## src/rtl/cell_mem_arbiter_pkg.sv

```systemverilog
// cell_mem_arbiter_pkg: shared cell coordinate width, edit FSM states and read-owner tags.
`ifndef ADDR_WIDTH
`define ADDR_WIDTH 8
`endif

package cell_mem_arbiter_pkg;
    localparam int ADDR_W = `ADDR_WIDTH;

    typedef enum logic [1:0] {
        E_IDLE = 2'd0,
        E_RD   = 2'd1,
        E_WR   = 2'd2
    } edit_state_e;

    typedef enum logic [1:0] {
        OWN_NONE = 2'd0,
        OWN_DISP = 2'd1,
        OWN_EDIT = 2'd2,
        OWN_EVO  = 2'd3
    } owner_e;
endpackage

```

## src/rtl/cell_edit_rmw.sv

```systemverilog
// cell_edit_rmw: cursor toggle as an atomic read-modify-write of one board cell.
module cell_edit_rmw
    import cell_mem_arbiter_pkg::*;
#(
    parameter int ADDR_W = `ADDR_WIDTH
) (
    input  logic                clk,
    input  logic                rst,
    input  logic                edit_toggle,
    input  logic [ADDR_W-1:0]   edit_x,
    input  logic [ADDR_W-1:0]   edit_y,
    input  logic                slot_gnt,
    input  logic                rd_ret,
    input  logic                rdata,
    output logic                slot_req,
    output logic                slot_we,
    output logic [2*ADDR_W-1:0] slot_addr,
    output logic                slot_wdata,
    output logic                busy
);
    edit_state_e state;
    logic        cap;

    always_ff @(posedge clk or negedge rst) begin
        if (!rst) begin
            state     <= E_IDLE;
            slot_addr <= '0;
            cap       <= 1'b0;
        end else begin
            if (rd_ret) cap <= rdata;
            case (state)
                E_IDLE: if (edit_toggle) begin
                    slot_addr <= {edit_y, edit_x};
                    state     <= E_RD;
                end
                E_RD:    if (slot_gnt) state <= E_WR;
                E_WR:    if (slot_gnt) state <= E_IDLE;
                default: state <= E_IDLE;
            endcase
        end
    end

    assign slot_req   = (state == E_RD) || (state == E_WR);
    assign slot_we    = (state == E_WR);
    // a write in the cycle right after the read must use the bit still on the bus
    assign slot_wdata = ~(rd_ret ? rdata : cap);
    assign busy       = (state != E_IDLE);
endmodule

```

## src/rtl/cell_mem_arbiter.sv

```systemverilog
// cell_mem_arbiter: display / edit / evolve sharing of the board RAM port.
module cell_mem_arbiter
    import cell_mem_arbiter_pkg::*;
#(
    parameter int ADDR_W = `ADDR_WIDTH,
    parameter int STARVE_LIMIT = 255
) (
    input  logic                clk,
    input  logic                rst,
    input  logic                disp_req,
    input  logic [ADDR_W-1:0]   disp_x,
    input  logic [ADDR_W-1:0]   disp_y,
    output logic                disp_state,
    output logic                disp_valid,
    input  logic                edit_toggle,
    input  logic [ADDR_W-1:0]   edit_x,
    input  logic [ADDR_W-1:0]   edit_y,
    output logic                edit_busy,
    input  logic                evo_req,
    input  logic                evo_we,
    input  logic [ADDR_W-1:0]   evo_x,
    input  logic [ADDR_W-1:0]   evo_y,
    input  logic                evo_wdata,
    output logic                evo_gnt,
    output logic                evo_rvalid,
    output logic                evo_rdata,
    output logic [2*ADDR_W-1:0] mem_addr,
    output logic                mem_we,
    output logic                mem_wdata,
    input  logic                mem_rdata
);
    logic                edit_req, edit_we, edit_wdata, edit_sel, disp_sel, force_evo, disp_hold;
    logic [2*ADDR_W-1:0] edit_addr;
    owner_e              tag;

    cell_edit_rmw #(.ADDR_W(ADDR_W)) u_edit (
        .clk        (clk),
        .rst        (rst),
        .edit_toggle(edit_toggle),
        .edit_x     (edit_x),
        .edit_y     (edit_y),
        .slot_gnt   (edit_sel),
        .rd_ret     (tag == OWN_EDIT),
        .rdata      (mem_rdata),
        .slot_req   (edit_req),
        .slot_we    (edit_we),
        .slot_addr  (edit_addr),
        .slot_wdata (edit_wdata),
        .busy       (edit_busy)
    );

`ifdef ARB_STARVE_GUARD_EN
    logic [7:0] starve_cnt;

    always_ff @(posedge clk or negedge rst) begin
        if (!rst) starve_cnt <= '0;
        else if (evo_gnt) starve_cnt <= '0;
        else if (evo_req && starve_cnt != 8'hFF) starve_cnt <= starve_cnt + 8'd1;
    end

    assign force_evo = evo_req && !edit_req && (int'(starve_cnt) >= STARVE_LIMIT);
`else
    assign force_evo = 1'b0;
`endif

    assign disp_sel  = disp_req && !force_evo;
    assign edit_sel  = !disp_sel && edit_req;
    assign evo_gnt   = !disp_sel && !edit_req && evo_req;
    assign mem_addr  = disp_sel ? {disp_y, disp_x} : edit_sel ? edit_addr : evo_gnt ? {evo_y, evo_x} : '0;
    assign mem_we    = edit_sel ? edit_we : evo_gnt && evo_we;
    assign mem_wdata = edit_sel ? edit_wdata : evo_gnt && evo_we && evo_wdata;

    always_ff @(posedge clk or negedge rst) begin
        if (!rst) begin
            tag       <= OWN_NONE;
            disp_hold <= 1'b0;
        end else begin
            tag       <= disp_sel ? OWN_DISP : (edit_sel && !edit_we) ? OWN_EDIT :
                         (evo_gnt && !evo_we) ? OWN_EVO : OWN_NONE;
            disp_hold <= disp_state;
        end
    end

    assign disp_valid = (tag == OWN_DISP);
    assign disp_state = disp_valid ? mem_rdata : disp_hold;
    assign evo_rvalid = (tag == OWN_EVO);
    assign evo_rdata  = evo_rvalid && mem_rdata;
endmodule

```

## config.mk

```make
export PLATFORM = sky130hd
export DESIGN_NAME = cell_mem_arbiter
export DESIGN_NICKNAME = d
export VERILOG_FILES = /design/src/rtl/cell_mem_arbiter_pkg.sv /design/src/rtl/cell_edit_rmw.sv /design/src/rtl/cell_mem_arbiter.sv
export SDC_FILE = /design/constraint.sdc
export NUM_CORES = 1
export LEC_CHECK = 0
export CAP_MARGIN = 40
export CORE_MARGIN = 2
export CORE_UTILIZATION = 40
export CTS_CLUSTER_DIAMETER = 150
export DETAILED_ROUTE_END_ITERATION = 10
export PLACE_DENSITY_LB_ADDON = 0.12
export RECOVER_POWER = 100
export SLEW_MARGIN = 20
export SYNTH_ARGS = -nofsm -noshare
export SYNTH_HDL_FRONTEND = slang
export SYNTH_HIERARCHICAL = 1
export SYNTH_SLANG_ARGS = --single-unit
```

## constraint.sdc

```tcl
create_clock -name clk -period 2.6 [get_ports clk]
set_input_delay 0.52 -clock clk [delete_from_list [all_inputs] [get_ports clk]]
set_output_delay 0.52 -clock clk [all_outputs]
set_load 0.01 [all_outputs]
```

==> results of run 1 <==
## cell usage after synthesis
master	n	area [um^2]
sky130_fd_sc_hd__nor2b_2	1	8.76
sky130_fd_sc_hd__mux2i_1	1	10.0
sky130_fd_sc_hd__nand2_1	1	3.75
sky130_fd_sc_hd__nand2_2	2	12.5
sky130_fd_sc_hd__nand4b_1	1	8.76
sky130_fd_sc_hd__nand3b_1	17	128
sky130_fd_sc_hd__a21oi_1	21	105
sky130_fd_sc_hd__or3b_4	1	11.3
sky130_fd_sc_hd__dfrtp_1	22	551
sky130_fd_sc_hd__and3_1	1	6.26
sky130_fd_sc_hd__buf_6	3	33.8
sky130_fd_sc_hd__mux2_4	10	150
sky130_fd_sc_hd__mux2_2	9	101
sky130_fd_sc_hd__o22ai_1	1	6.26
sky130_fd_sc_hd__nor2_1	1	3.75
sky130_fd_sc_hd__and2_1	1	6.26
sky130_fd_sc_hd__nor2b_1	18	113
sky130_fd_sc_hd__nand2b_1	2	12.5
sky130_fd_sc_hd__clkbuf_1	2	7.51
sky130_fd_sc_hd__inv_1	4	15.0
sky130_fd_sc_hd__buf_4	4	30.0
sky130_fd_sc_hd__buf_2	2	10.0
sky130_fd_sc_hd__a21oi_2	14	123
sky130_fd_sc_hd__nor3b_2	1	12.5
sky130_fd_sc_hd__ha_1	5	62.6
## cells in the final DEF (no fill, tap or decap), drive strengths merged, types with 2 or more instances in the layout
| cell type | synthesis | routed |
|---|---|---|
| clkdlybuf4s50 | 0 | 54 |
| inv | 4 | 4 |
| a21oi | 35 | 35 |
| nor2b | 19 | 19 |
| clkbuf | 2 | 6 |
| mux2 | 19 | 19 |
| nand3b | 17 | 17 |
| ha | 5 | 5 |
| dlygate4sd2 | 0 | 17 |
| buf | 9 | 5 |
| nand2 | 3 | 3 |
| nand2b | 2 | 2 |
| dfrtp | 22 | 22 |
| dlygate4sd3 | 0 | 8 |
## metrics by stage
step | total power (W) | hold WS (ns)
6_report | 0.00213 | 0.501
5_1_grt | 0.00230 | 0.515
4_1_cts | 0.00225 | 0.510
3_5_place_dp | 0.00204 | 0.486
3_3_place_gp | 0.00200 | 0.482
2_1_floorplan | 0.00154 | 0.224
## worst reg2reg max path, delay by kind of cell (launching register included)
family                     cells  cell delay [ns]
buffers and inverters          2             0.27
adders and majority gates      1             0.22
DFF                            1             0.41
muxes                          1             0.36
AOI/OAI and AO/OA              1             0.19
and+or+nand+nor                1             0.14
## worst paths after layout
path	endpoint	slack [ns]	depth (start not counted)
min in group asynchronous	u_edit/cap	1.02	2
max reg2reg	u_edit/state[1]	0.89	6
min reg2reg	u_edit/cap	0.50	2
min	u_edit/cap	0.50	2
max	disp_state	0.1	3
max in group asynchronous	u_edit/slot_addr[13]	0.86	2
## logic make-up (layout without fill, tap and decap cells)
family / Yosys count / in the layout / synth area share (%)
and+or+nand+nor: 47 / 47 / 21.3
adders and majority gates: 5 / 5 / 4.08
buffers and inverters: 15 / 94 / 6.29
muxes: 20 / 20 / 17.1
AOI/OAI and AO/OA: 36 / 36 / 15.3
DFF: 22 / 22 / 35.9
## power breakdown
group,total [W],internal (W),switching (W)
clock,0.000251,0.000135,0.000116
combinational,0.00127,0.000706,0.000566
sequential,0.000607,0.000510,0.0000970
total,0.00213,0.00135,0.000779
## sequential cells by signal, indices dropped and copies added (netlist names)
register and flops:
u_edit/slot_addr 16, tag 2, u_edit/cap 1, disp_hold 1
u_edit/state 2
## what timing repair did
item	4_1_cts	5_1_grt
setup endpoints to repair	18	2
endpoints found under the hold margin	0	0
buffers inserted	1	0
gates resized for setup	18	2
## metal layers
| layer | vias up | global-route usage (%) | wire length (um) |
|---|---|---|---|
| met3 | 4 | 3.07 | 202 |
| met4 | 0 | 6.25 | 35 |
| li1 | 664 | - | - |
| met2 | 37 | 33.6 | 2030 |
| met5 | - | 0 | 0 |
| met1 | 632 | 23.9 | 1640 |
## cell type report
cell class | instances | area (um^2)
sequential | 22 | 551
fill | 337 | 1290
inverter | 4 | 15.0
timing repair buffer | 86 | 841
multi-input combinational | 108 | 846
clock buffer | 4 | 55.1
tap | 48 | 60.1
==> impl_metrics.sql, run 1 <==
INSERT INTO impl_metrics (metric_group, metric, value, unit) VALUES
('timing', 'fin_crit', '2.50', 'ns'),
('timing', 'layout_setup_ws', '0.0991', 'ns'),
('route', 'route.final.wire_length', '3910', 'um'),
('route', 'drc_violation_total_after_the_first_tritonroute_iteration', '46', ''),
('worst_setup_path', 'timing.critical_path.cells', 'dlygate4sd3_1 -> mux2_2 -> dlygate4sd3_1', ''),
('timing', 'post-route-period-util', '96.2', '%'),
('place', 'placed_cells_incl_taps', '267', ''),
('route', 'firstDrtPassIters', '4', ''),
('yosys', 'seq_area_frac_synth', '35.9', '%'),
('worst_setup_path', 'cp_slowest_cell', 'sky130_fd_sc_hd__dlygate4sd3_1', ''),
('place', 'detailed_place_hpwl', '2950', 'um'),
('worst_setup_path', 'arrival', '1.98', 'ns'),
('yosys', 'netlist_area', '0.00153', 'mm^2'),
('timing', 'final_sum_of_negative_setup_slack', '0', 'ns'),
('finish', 'finalNonFillerCells', '272', ''),
('worst_setup_path', 'worstReg2RegStart', 'u_edit/state[1]', ''),
('timing', 'timing_worst_slew_pin_value', '1.21', 'ns'),
('worst_setup_path', 'cp_common_cell', 'sky130_fd_sc_hd__dlygate4sd3_1', ''),
('timing', 'slew_headroom', '19.6', '%'),
('route', 'avgViaCountPerCell', '4.92', ''),
('place', 'routability_congestion_estimate', '0.712', ''),
('finish', 'utilization', '64.7', '%'),
('worst_setup_path', 'worst_ep_required_time', '2.08', 'ns'),
('route', 'detailroute.via_count', '1337', ''),
('worst_setup_path', 'critPathKind', 'in2out', ''),
('worst_setup_path', 'timing_startpoint_of_the_critical_path', 'mem_rdata', ''),
('global_route', 'grt_start_max_net_pins', '39', ''),
('cts', 'number_of_buffers_on_the_longest_clock_path', '2', ''),
('place', 'placedInstanceArea', '0.00237', 'mm^2'),
('global_route', 'grt_pass1_vias', '1375', ''),
('place', 'port-buffer-count', '79', ''),
('min_path', 'holdCritStartpoint', 'u_edit/cap', ''),
('min_path', 'holdCritPathClass', 'reg2reg', ''),
('worst_setup_path', 'critPathLaunchType', 'input pin', ''),
('finish', 'antenna_cells', '0', ''),
('yosys', 'synth_cell_type_count', '25', ''),
('cts', 'clkTransAtPathRegs', '0.08', 'ns'),
('worst_setup_path', 'kind_of_capture_point_of_the_worst_setup_path', 'output port', ''),
('route', 'routedWlPerCell', '14.4', 'um'),
('timing', 'rsz0062_at_grt', 'false', ''),
('cts', 'numCtsBuffers', '3', ''),
('global_route', 'grt_overflow_total', '0', ''),
('floorplan', 'die_h', '65.9', 'um'),
('run_status', 'run_status', 'completed', ''),
('run', 'drv_cap', '0', ''),
('yosys', 'ys_warn_count', '6', ''),
('worst_setup_path', 'cp_slowest_stage_delay', '0.60', 'ns'),
('floorplan', 'initial_utilization', '41.8', '%'),
('power', 'cellPowerDensity', '899', 'mW/mm^2'),
('finish', 'final_layout_size_suffix_gt1_share', '16.5', '%'),
('yosys', 'syn-mean-instance-area', '10.6', 'um^2'),
('cts', 'clock_tree.htree_level_count', '1', ''),
('place', 'dp_slack', '0.0485', 'ns'),
('yosys', 'synth_fp_nets', '206', ''),
('cts', 'cts.hold.buffers_added', '0', ''),
('floorplan', 'fp-row-count', '22', ''),
('floorplan', 'fp.coreArea', '0.00366', 'mm^2'),
('global_route', 'grt_use_total', '19.2', '%'),
('timing', 'finalClockSkew', '0.00305', 'ns'),
('cts', 'cts.sink_count', '22', ''),
('power', 'vdd.ir_drop.worst', '0.449', 'mV'),
('worst_setup_path', 'critical_path.max_fanout', '3', ''),
('finish', 'finish.net_count', '286', ''),
('power', 'total_leakage_power', '0.966', 'nW'),
('worst_setup_path', 'cp_num_buf_inv', '2', ''),
('cts', 'clock_insertion_delay_worst_skew', '0.26', 'ns'),
('worst_setup_path', 'cpLargestDelayFamily', 'buffers and inverters', ''),
('route', 'final_antenna_violating_net_count', '0', ''),
('yosys', 'synth.ff_latch_count', '22', ''),
('finish', 'final_design_area_no_fill', '0.00237', 'mm^2'),
('timing', 'slew_violations', '0', ''),
('timing', 'final_number_of_setup_violating_endpoints', '0', ''),
('floorplan', 'die-width', '65.9', 'um'),
('global_route', 'grt_antenna_before_repair', '0', ''),
('cts', 'cts_tree', 'built', ''),
('yosys', 'netlist_instances', '145', ''),
('timing', 'finalHoldViolCount', '0', ''),
('timing', 'fmax', '400', 'MHz'),
('route', 'drc', '0', ''),
('global_route', 'global_route_wire_length_before_repair', '6420', 'um'),
('floorplan', 'area_enclosed_by_the_die_boundary', '0.00434', 'mm^2'),
('floorplan', 'top_level_ports', '80', ''),
('finish', 'area_delta_synth_final', '54.6', '%'),
('cts', 'clockRootBuffer', 'sky130_fd_sc_hd__clkbuf_8', '');
Note: power is estimated with default switching activity, not from simulation.
==> run 2, diff against run 1 <==
--- a/config.mk
+++ b/config.mk
@@ -7,13 +7,13 @@
 export LEC_CHECK = 0
 export CAP_MARGIN = 40
 export CORE_MARGIN = 2
-export CORE_UTILIZATION = 40
+export CORE_UTILIZATION = 38
 export CTS_CLUSTER_DIAMETER = 150
 export DETAILED_ROUTE_END_ITERATION = 10
+export GPL_TIMING_DRIVEN = 0
 export PLACE_DENSITY_LB_ADDON = 0.12
 export RECOVER_POWER = 100
 export SLEW_MARGIN = 20
 export SYNTH_ARGS = -nofsm -noshare
 export SYNTH_HDL_FRONTEND = slang
-export SYNTH_HIERARCHICAL = 1
 export SYNTH_SLANG_ARGS = --single-unit
==> impl_metrics.sql, run 2 <==
INSERT INTO impl_metrics (metric_group, metric, value, unit) VALUES
('floorplan', 'initial_utilization', '38.7', '%'),
('yosys', 'netlist_instances', '147', ''),
('yosys', 'netlist_area', '0.00139', 'mm^2'),
('run_status', 'run_status', 'completed', ''),
('yosys', 'synth.top_cells.by_area', 'sky130_fd_sc_hd__dfrtp_1 39%, sky130_fd_sc_hd__mux2_2 14%, sky130_fd_sc_hd__and3b_1 10%, sky130_fd_sc_hd__a21oi_1 6.8%, sky130_fd_sc_hd__nand2_1 5.1%', ''),
('power', 'total_leakage_power', '1.05', 'nW'),
('timing', 'fmax', '391', 'MHz'),
('worst_setup_path', 'critPathKind', 'in2out', ''),
('place', 'routability_congestion_estimate', '0.763', ''),
('worst_setup_path', 'cpLargestDelayFamily', 'buffers and inverters', ''),
('yosys', 'synthArstFlopShare', '100', '%'),
('yosys', 'top_area_cell_type_share_of_the_netlist_area', '39.5', '%'),
('worst_setup_path', 'cp_common_cell', 'sky130_fd_sc_hd__dlygate4sd3_1', ''),
('power', 'vdd.ir_drop.worst', '0.445', 'mV'),
('run', 'drv_cap', '0', ''),
('finish', 'biggestRegsByFlops', 'u_edit.slot_addr: 16 flops, tag: 2 flops, u_edit.state: 2 flops', ''),
('route', 'route.final.wire_length', '3910', 'um'),
('global_route', 'grt_overflow_total', '0', ''),
('worst_setup_path', 'cp_slowest_stage_delay', '0.62', 'ns'),
('yosys', 'seq_area_frac_synth', '39.5', '%'),
('yosys', 'synth_fp_nets', '207', ''),
('worst_setup_path', 'timing_startpoint_of_the_critical_path', 'mem_rdata', ''),
('cts', 'clkTransAtPathRegs', '0.08', 'ns'),
('power', 'cellPowerDensity', '916', 'mW/mm^2'),
('yosys', 'synth_cell_type_count', '25', ''),
('finish', 'antenna_cells', '0', ''),
('timing', 'rsz0062_at_grt', 'false', ''),
('cts', 'clock_tree.htree_level_count', '1', ''),
('route', 'drc', '0', ''),
('min_path', 'holdCritStartpoint', 'u_edit.slot_addr[12]', ''),
('yosys', 'ys_warn_count', '0', ''),
('global_route', 'grt_start_max_net_pins', '17', ''),
('floorplan', 'fp.coreArea', '0.00361', 'mm^2'),
('worst_setup_path', 'cp_num_buf_inv', '2', ''),
('route', 'avgViaCountPerCell', '4.90', ''),
('yosys', 'yosys.cell_count.top_type', 'sky130_fd_sc_hd__dfrtp_1', ''),
('min_path', 'hold_path_depth', '1', ''),
('power', 'post_route_total_power', '0.00210', 'W'),
('cts', 'cts_tree', 'built', ''),
('yosys', 'ys_dominant_reg_cell', 'sky130_fd_sc_hd__dfrtp_1', ''),
('timing', 'slew_headroom', '41.4', '%'),
('yosys', 'syn-mean-instance-area', '9.48', 'um^2'),
('timing', 'finalClockSkew', '0.00261', 'ns'),
('worst_setup_path', 'worstReg2RegStart', 'u_edit.state[0]', ''),
('floorplan', 'die_h', '64.6', 'um'),
('timing', 'fin_crit', '2.56', 'ns'),
('floorplan', 'area_enclosed_by_the_die_boundary', '0.00417', 'mm^2'),
('global_route', 'grt_antenna_before_repair', '0', ''),
('route', 'drc_violation_total_after_the_first_tritonroute_iteration', '33', ''),
('yosys', 'yosys-top-cells-count', '22 x sky130_fd_sc_hd__dfrtp_1, 19 x sky130_fd_sc_hd__a21oi_1, 19 x sky130_fd_sc_hd__nand2_1, 17 x sky130_fd_sc_hd__mux2_2, 16 x sky130_fd_sc_hd__and3b_1', ''),
('finish', 'finish.net_count', '293', ''),
('route', 'routedWlPerCell', '14.0', 'um'),
('route', 'final_antenna_violating_net_count', '0', ''),
('yosys', 'number_of_flops_mapped_to_enable_cells_by_yosys', '0', ''),
('place', 'placedInstanceArea', '0.00226', 'mm^2'),
('cts', 'clock_insertion_delay_worst_skew', '0.26', 'ns'),
('worst_setup_path', 'critical_path.max_fanout', '3', ''),
('worst_setup_path', 'timing.critical_path.cells', 'dlygate4sd3_1 -> mux2_1 -> dlygate4sd3_1', ''),
('worst_setup_path', 'timing.critical_path.depth', '3', ''),
('finish', 'final_common_cell', 'sky130_fd_sc_hd__clkdlybuf4s50_1', ''),
('worst_setup_path', 'critPathLaunchType', 'input pin', ''),
('timing', 'post-route-period-util', '98.4', '%'),
('global_route', 'global_route_wire_length_before_repair', '6150', 'um'),
('timing', 'timing_worst_slew_pin_value', '0.880', 'ns'),
('place', 'detailed_place_hpwl', '3100', 'um'),
('cts', 'numCtsBuffers', '3', ''),
('finish', 'largest-register', 'u_edit.slot_addr', ''),
('finish', 'final_design_area_no_fill', '0.00229', 'mm^2'),
('finish', 'layout_common_cells', '53 x sky130_fd_sc_hd__clkdlybuf4s50_1, 22 x sky130_fd_sc_hd__dfrtp_1, 20 x sky130_fd_sc_hd__nand2_1', ''),
('worst_setup_path', 'arrival', '2.04', 'ns'),
('finish', 'largest_register_ff_count', '16', ''),
('worst_setup_path', 'worst_ep_required_time', '2.08', 'ns'),
('route', 'firstDrtPassIters', '4', ''),
('place', 'port-buffer-count', '79', ''),
('worst_setup_path', 'cp_slowest_cell', 'sky130_fd_sc_hd__dlygate4sd3_1', ''),
('timing', 'slew_violations', '0', ''),
('min_path', 'holdCritPathClass', 'reg2reg', ''),
('floorplan', 'top_level_ports', '80', ''),
('finish', 'area_delta_synth_final', '64.6', '%'),
('worst_setup_path', 'kind_of_capture_point_of_the_worst_setup_path', 'output port', ''),
('worst_setup_path', 'worst-r2r-cell-count', '5', ''),
('finish', 'final_layout_size_suffix_gt1_share', '13.4', '%'),
('timing', 'finalHoldViolCount', '0', ''),
('yosys', 'synth.ff_latch_count', '22', ''),
('cts', 'number_of_buffers_on_the_longest_clock_path', '2', ''),
('global_route', 'grt_pass1_vias', '1408', ''),
('floorplan', 'fp-row-count', '22', ''),
('cts', 'clockRootBuffer', 'sky130_fd_sc_hd__clkbuf_8', ''),
('floorplan', 'die-width', '64.6', 'um'),
('timing', 'final_number_of_setup_violating_endpoints', '0', ''),
('global_route', 'grt_use_total', '18.8', '%'),
('yosys', 'yosysTopAreaCell', 'sky130_fd_sc_hd__dfrtp_1', ''),
('route', 'detailroute.via_count', '1373', ''),
('cts', 'cts.sink_count', '22', '');
-- run 2: final cells by class --
| type | instances | area (um^2) |
|---|---|---|
| Sequential cell | 22 | 551 |
| Clock buffer | 4 | 55.1 |
| Tap cell | 48 | 60.1 |
| Timing Repair Buffer | 81 | 781 |
| Buffer | 10 | 67.6 |
| Inverter | 4 | 15.0 |
| Fill cell | 321 | 1310 |
| Multi-Input combinational cell | 111 | 766 |
-- run 2: path summary, 6_finish.rpt --
path                       slack (ns)              endpoint
setup reg to reg                 0.66  u_edit.slot_addr[11]
hold / removal                   0.52  u_edit.slot_addr[12]
min in group asynchronous        0.59             disp_hold
setup / recovery                 0.04            disp_state
max in group asynchronous        0.91   u_edit.slot_addr[5]
hold reg to reg                  0.52  u_edit.slot_addr[12]
-- run 2: metal layers --
metal  track usage [%]  share of wire, %
met2              35.2                51
met5                 0                 0
met3              3.47               6.9
met1              22.2                41
met4              4.52              0.33
-- run 2: cell families after synthesis --
family | share of synthesized area [%]
and+or+nand+nor | 23.2
AOI/OAI and AO/OA | 13.5
DFF | 39.5
muxes | 15.3
buffers and inverters | 4.94
adders and majority gates | 3.59
-- run 2: timing repair --
item | CTS | global route
buffers inserted | 0 | 1
endpoints found under the hold margin | 0 | 0
gates resized for setup | 27 | 2
hold buffers | 0 | 0
setup endpoints to repair | 19 | 4
-- run 2: worst reg2reg max path, delay by kind of cell, from the launching register on --
kind	cells	cell delay, ns
buffers and inverters	2	0.56
AND/OR/NAND/NOR	1	0.26
multiplexers	1	0.40
adder cells (fa/ha/maj)	1	0.23
flip-flops	1	0.37
-- run 2: report_power, final --
group / leakage, nW / total (W) / internal, W / switching (W)
logic: 0.762 / 0.00125 / 0.000688 / 0.000565
clock network: 0.0288 / 0.000246 / 0.000135 / 0.000112
registers: 0.261 / 0.000602 / 0.000512 / 0.0000899
-- run 2: metrics by stage --
step	hold slack, ns	setup slack, ns	instances	TNS [ns]	utilization, %
2_1_floorplan	0.224	0.671	147	0	-
3_3_place_gp	0.482	-0.274	274	-4.66	62.2
3_5_place_dp	0.495	-0.340	275	-5.49	62.7
4_1_cts	0.517	0.0543	279	0	64.0
5_1_grt	0.536	0.00360	280	0	63.6
6_report	0.515	0.0405	280	0	63.6
==> run 3, diff against run 2 <==
--- a/config.mk
+++ b/config.mk
@@ -13,7 +13,7 @@
 export GPL_TIMING_DRIVEN = 0
 export PLACE_DENSITY_LB_ADDON = 0.12
 export RECOVER_POWER = 100
-export SLEW_MARGIN = 20
+export SKIP_LAST_GASP = 1
 export SYNTH_ARGS = -nofsm -noshare
 export SYNTH_HDL_FRONTEND = slang
 export SYNTH_SLANG_ARGS = --single-unit
==> constraint.sdc (replaced) <==
create_clock -name clk -period 2.8 [get_ports clk]
set_input_delay 0.56 -clock clk [delete_from_list [all_inputs] [get_ports clk]]
set_output_delay 0.56 -clock clk [all_outputs]
set_load 0.01 [all_outputs]
==> impl_metrics.sql, run 3 (same netlist as run 2, synthesis figures left out) <==
INSERT INTO impl_metrics (metric_group, metric, value, unit) VALUES
('power', 'cellPowerDensity', '848', 'mW/mm^2'),
('power', 'internal_power', '0.00121', 'W'),
('global_route', 'met3_usage', '3.47', '%'),
('cts', 'cts.sink_count', '22', ''),
('power', 'combinational_fraction_of_design_power', '60.8', '%'),
('worst_setup_path', 'kind_of_capture_point_of_the_worst_setup_path', 'output port', ''),
('power', 'total_leakage_power', '1.09', 'nW'),
('global_route', 'busiest_layer_in_global_routing', 'met2', ''),
('timing', 'slew_violations', '0', ''),
('route', 'firstDrtPassIters', '4', ''),
('finish', 'final_design_area_no_fill', '0.00227', 'mm^2'),
('worst_setup_path', 'critPathKind', 'in2out', ''),
('cts', 'clockRootBuffer', 'sky130_fd_sc_hd__clkbuf_8', ''),
('floorplan', 'top_level_ports', '80', ''),
('global_route', 'use_met2', '34.9', '%'),
('finish', 'largest_register_ff_count', '16', ''),
('floorplan', 'fp.coreArea', '0.00361', 'mm^2'),
('worst_setup_path', 'worst_ep_required_time', '2.24', 'ns'),
('place', 'routability_congestion_estimate', '0.763', ''),
('finish', 'finish.net_count', '292', ''),
('power', 'total_switching_power', '0.000719', 'W'),
('route', 'detailroute.via_count', '1386', ''),
('floorplan', 'die_h', '64.6', 'um'),
('global_route', 'global_route_wire_length_before_repair', '6200', 'um'),
('global_route', 'grtUsageMet1', '22.7', '%'),
('route', 'routedWlPerCell', '14.6', 'um'),
('finish', 'layout_common_cells', '52 x sky130_fd_sc_hd__clkdlybuf4s50_1, 22 x sky130_fd_sc_hd__dfrtp_1, 20 x sky130_fd_sc_hd__nand2_1', ''),
('finish', 'antenna_cells', '0', ''),
('finish', 'largest-register', 'u_edit.slot_addr', ''),
('timing', 'fmax', '374', 'MHz'),
('finish', 'final_common_cell', 'sky130_fd_sc_hd__clkdlybuf4s50_1', ''),
('timing', 'rsz0062_at_grt', 'false', ''),
('run_status', 'run_status', 'completed', ''),
('finish', 'filler_cell_count', '329', ''),
('floorplan', 'fp-row-count', '22', ''),
('floorplan', 'die-width', '64.6', 'um'),
('finish', 'utilization', '63.0', '%'),
('finish', 'final_layout_size_suffix_gt1_share', '13.0', '%'),
('global_route', 'grt_pass1_vias', '1395', ''),
('place', 'detailed_place_hpwl', '3080', 'um'),
('route', 'drc', '0', ''),
('cts', 'numCtsBuffers', '3', ''),
('cts', 'clock_tree.htree_level_count', '1', ''),
('timing', 'fin_crit', '2.67', 'ns'),
('timing', 'post-route-period-util', '95.4', '%'),
('min_path', 'holdCritPathClass', 'reg2reg', ''),
('power', 'post_route_total_power', '0.00193', 'W'),
('place', 'port-buffer-count', '79', ''),
('cts', 'number_of_buffers_on_the_longest_clock_path', '2', ''),
('route', 'route.final.wire_length', '4050', 'um'),
('global_route', 'grt_antenna_before_repair', '0', ''),
('worst_setup_path', 'critical_path.max_fanout', '19', ''),
('global_route', 'grt_start_max_net_pins', '18', ''),
('global_route', 'grt_use_total', '18.8', '%'),
('global_route', 'grt_overflow_total', '0', ''),
('floorplan', 'area_enclosed_by_the_die_boundary', '0.00417', 'mm^2'),
('power', 'seq_power_share', '29.1', '%'),
('timing', 'finalHoldViolCount', '0', ''),
('timing', 'final_number_of_setup_violating_endpoints', '0', ''),
('power', 'vdd.ir_drop.worst', '0.403', 'mV'),
('worst_setup_path', 'arrival', '2.11', 'ns'),
('cts', 'clock_insertion_delay_worst_skew', '0.26', 'ns'),
('cts', 'cts_tree', 'built', ''),
('power', 'clkPwrFrac', '10.1', '%'),
('timing', 'timing_worst_slew_pin_value', '0.972', 'ns'),
('route', 'drc_violation_total_after_the_first_tritonroute_iteration', '58', ''),
('place', 'placedInstanceArea', '0.00227', 'mm^2'),
('timing', 'finalClockSkew', '0.00351', 'ns'),
('floorplan', 'initial_utilization', '38.7', '%'),
('route', 'final_antenna_violating_net_count', '0', ''),
('worst_setup_path', 'critPathLaunchType', 'input pin', ''),
('power', 'swShare', '37.3', '%'),
('route', 'avgViaCountPerCell', '4.99', ''),
('cts', 'clkTransAtPathRegs', '0.08', 'ns'),
('timing', 'slew_headroom', '35.2', '%'),
('finish', 'area_delta_synth_final', '63.1', '%'),
('finish', 'biggestRegsByFlops', 'u_edit.slot_addr: 16 flops, tag: 2 flops, u_edit.state: 2 flops', ''),
('run', 'drv_cap', '0', ''),
('timing', 'final.hold.worst_slack', '0.495', 'ns');
## run 3: cell count changes in the layout (fill, tap and decap cells not counted), sizes merged
cell | previous run | this run
buf | 6 | 5
clkbuf | 10 | 16
clkdlybuf4s15 | 2 | 0
clkdlybuf4s50 | 53 | 52
dlygate4sd2 | 17 | 4
dlygate4sd3 | 7 | 8
dlymetal6s2s | 0 | 7
dlymetal6s4s | 0 | 1
## run 3: worst paths after layout
check | endpoint | depth (start not counted) | slack [ns] | from
hold reg to reg | disp_hold | 1 | 0.50 | disp_hold
setup reg to reg | u_edit.slot_addr[6] | 5 | 0.84 | u_edit.state[0]
setup / recovery | mem_addr[0] | 6 | 0.13 | disp_req
hold / removal | disp_hold | 1 | 0.50 | disp_hold
max in group asynchronous | u_edit.slot_addr[0] | 2 | 1.02 | rst
min in group asynchronous | disp_hold | 1 | 0.61 | rst
## run 3: metrics by stage
stage               std cells  setup WS [ns]  setup TNS (ns)
floorplan                 147          0.831               0
global placement          274         -0.154           -2.38
detailed placement        275         -0.216           -3.13
CTS                       278        -0.0160         -0.0471
global route              278         0.0364               0
finish                    278          0.128               0
## run 3: area by class of cell
cell class / instances / area, um^2 / share of cell area, %
timing repair buffer: 81 / 773 / 34.0
buffer: 9 / 61.3 / 2.70
clock buffer: 3 / 41.3 / 1.82
inverter: 4 / 15.0 / 0.660
multi-input combinational: 111 / 772 / 34.0
sequential: 22 / 551 / 24.2
tap: 48 / 60.1 / 2.64
## run 3: layer usage
metal / up-vias / wire length [um]
met3: 0 / 261
met2: 49 / 2090
met1: 660 / 1700
li1: 677 / -
met4: 0 / 0
met5: - / 0
## run 3: power by group through the flow
stage               logic, W  registers [W]  clock network [W]
finish               0.00117       0.000562           0.000194
global route         0.00128       0.000581           0.000214
CTS                  0.00125       0.000560           0.000200
detailed placement   0.00123       0.000567                  0
global placement     0.00120       0.000555                  0
floorplan           0.000757       0.000538                  0
## run 3: timing repair
item | 4_1_cts | 5_1_grt
endpoints found under the setup margin | 19 | 15
hold buffers | 0 | 0
setup buffers | 0 | 1
resized for setup | 10 | 18
endpoints found under the hold margin | 0 | 0
## run 3: critical path, cell delays in order
cell and delay [ns]:
sky130_fd_sc_hd__dlygate4sd3_1 0.59, sky130_fd_sc_hd__clkbuf_4 0.28, sky130_fd_sc_hd__clkbuf_4 0.25, sky130_fd_sc_hd__nand2_1 0.06, sky130_fd_sc_hd__o21ai_0 0.08, sky130_fd_sc_hd__dlygate4sd2_1 0.29
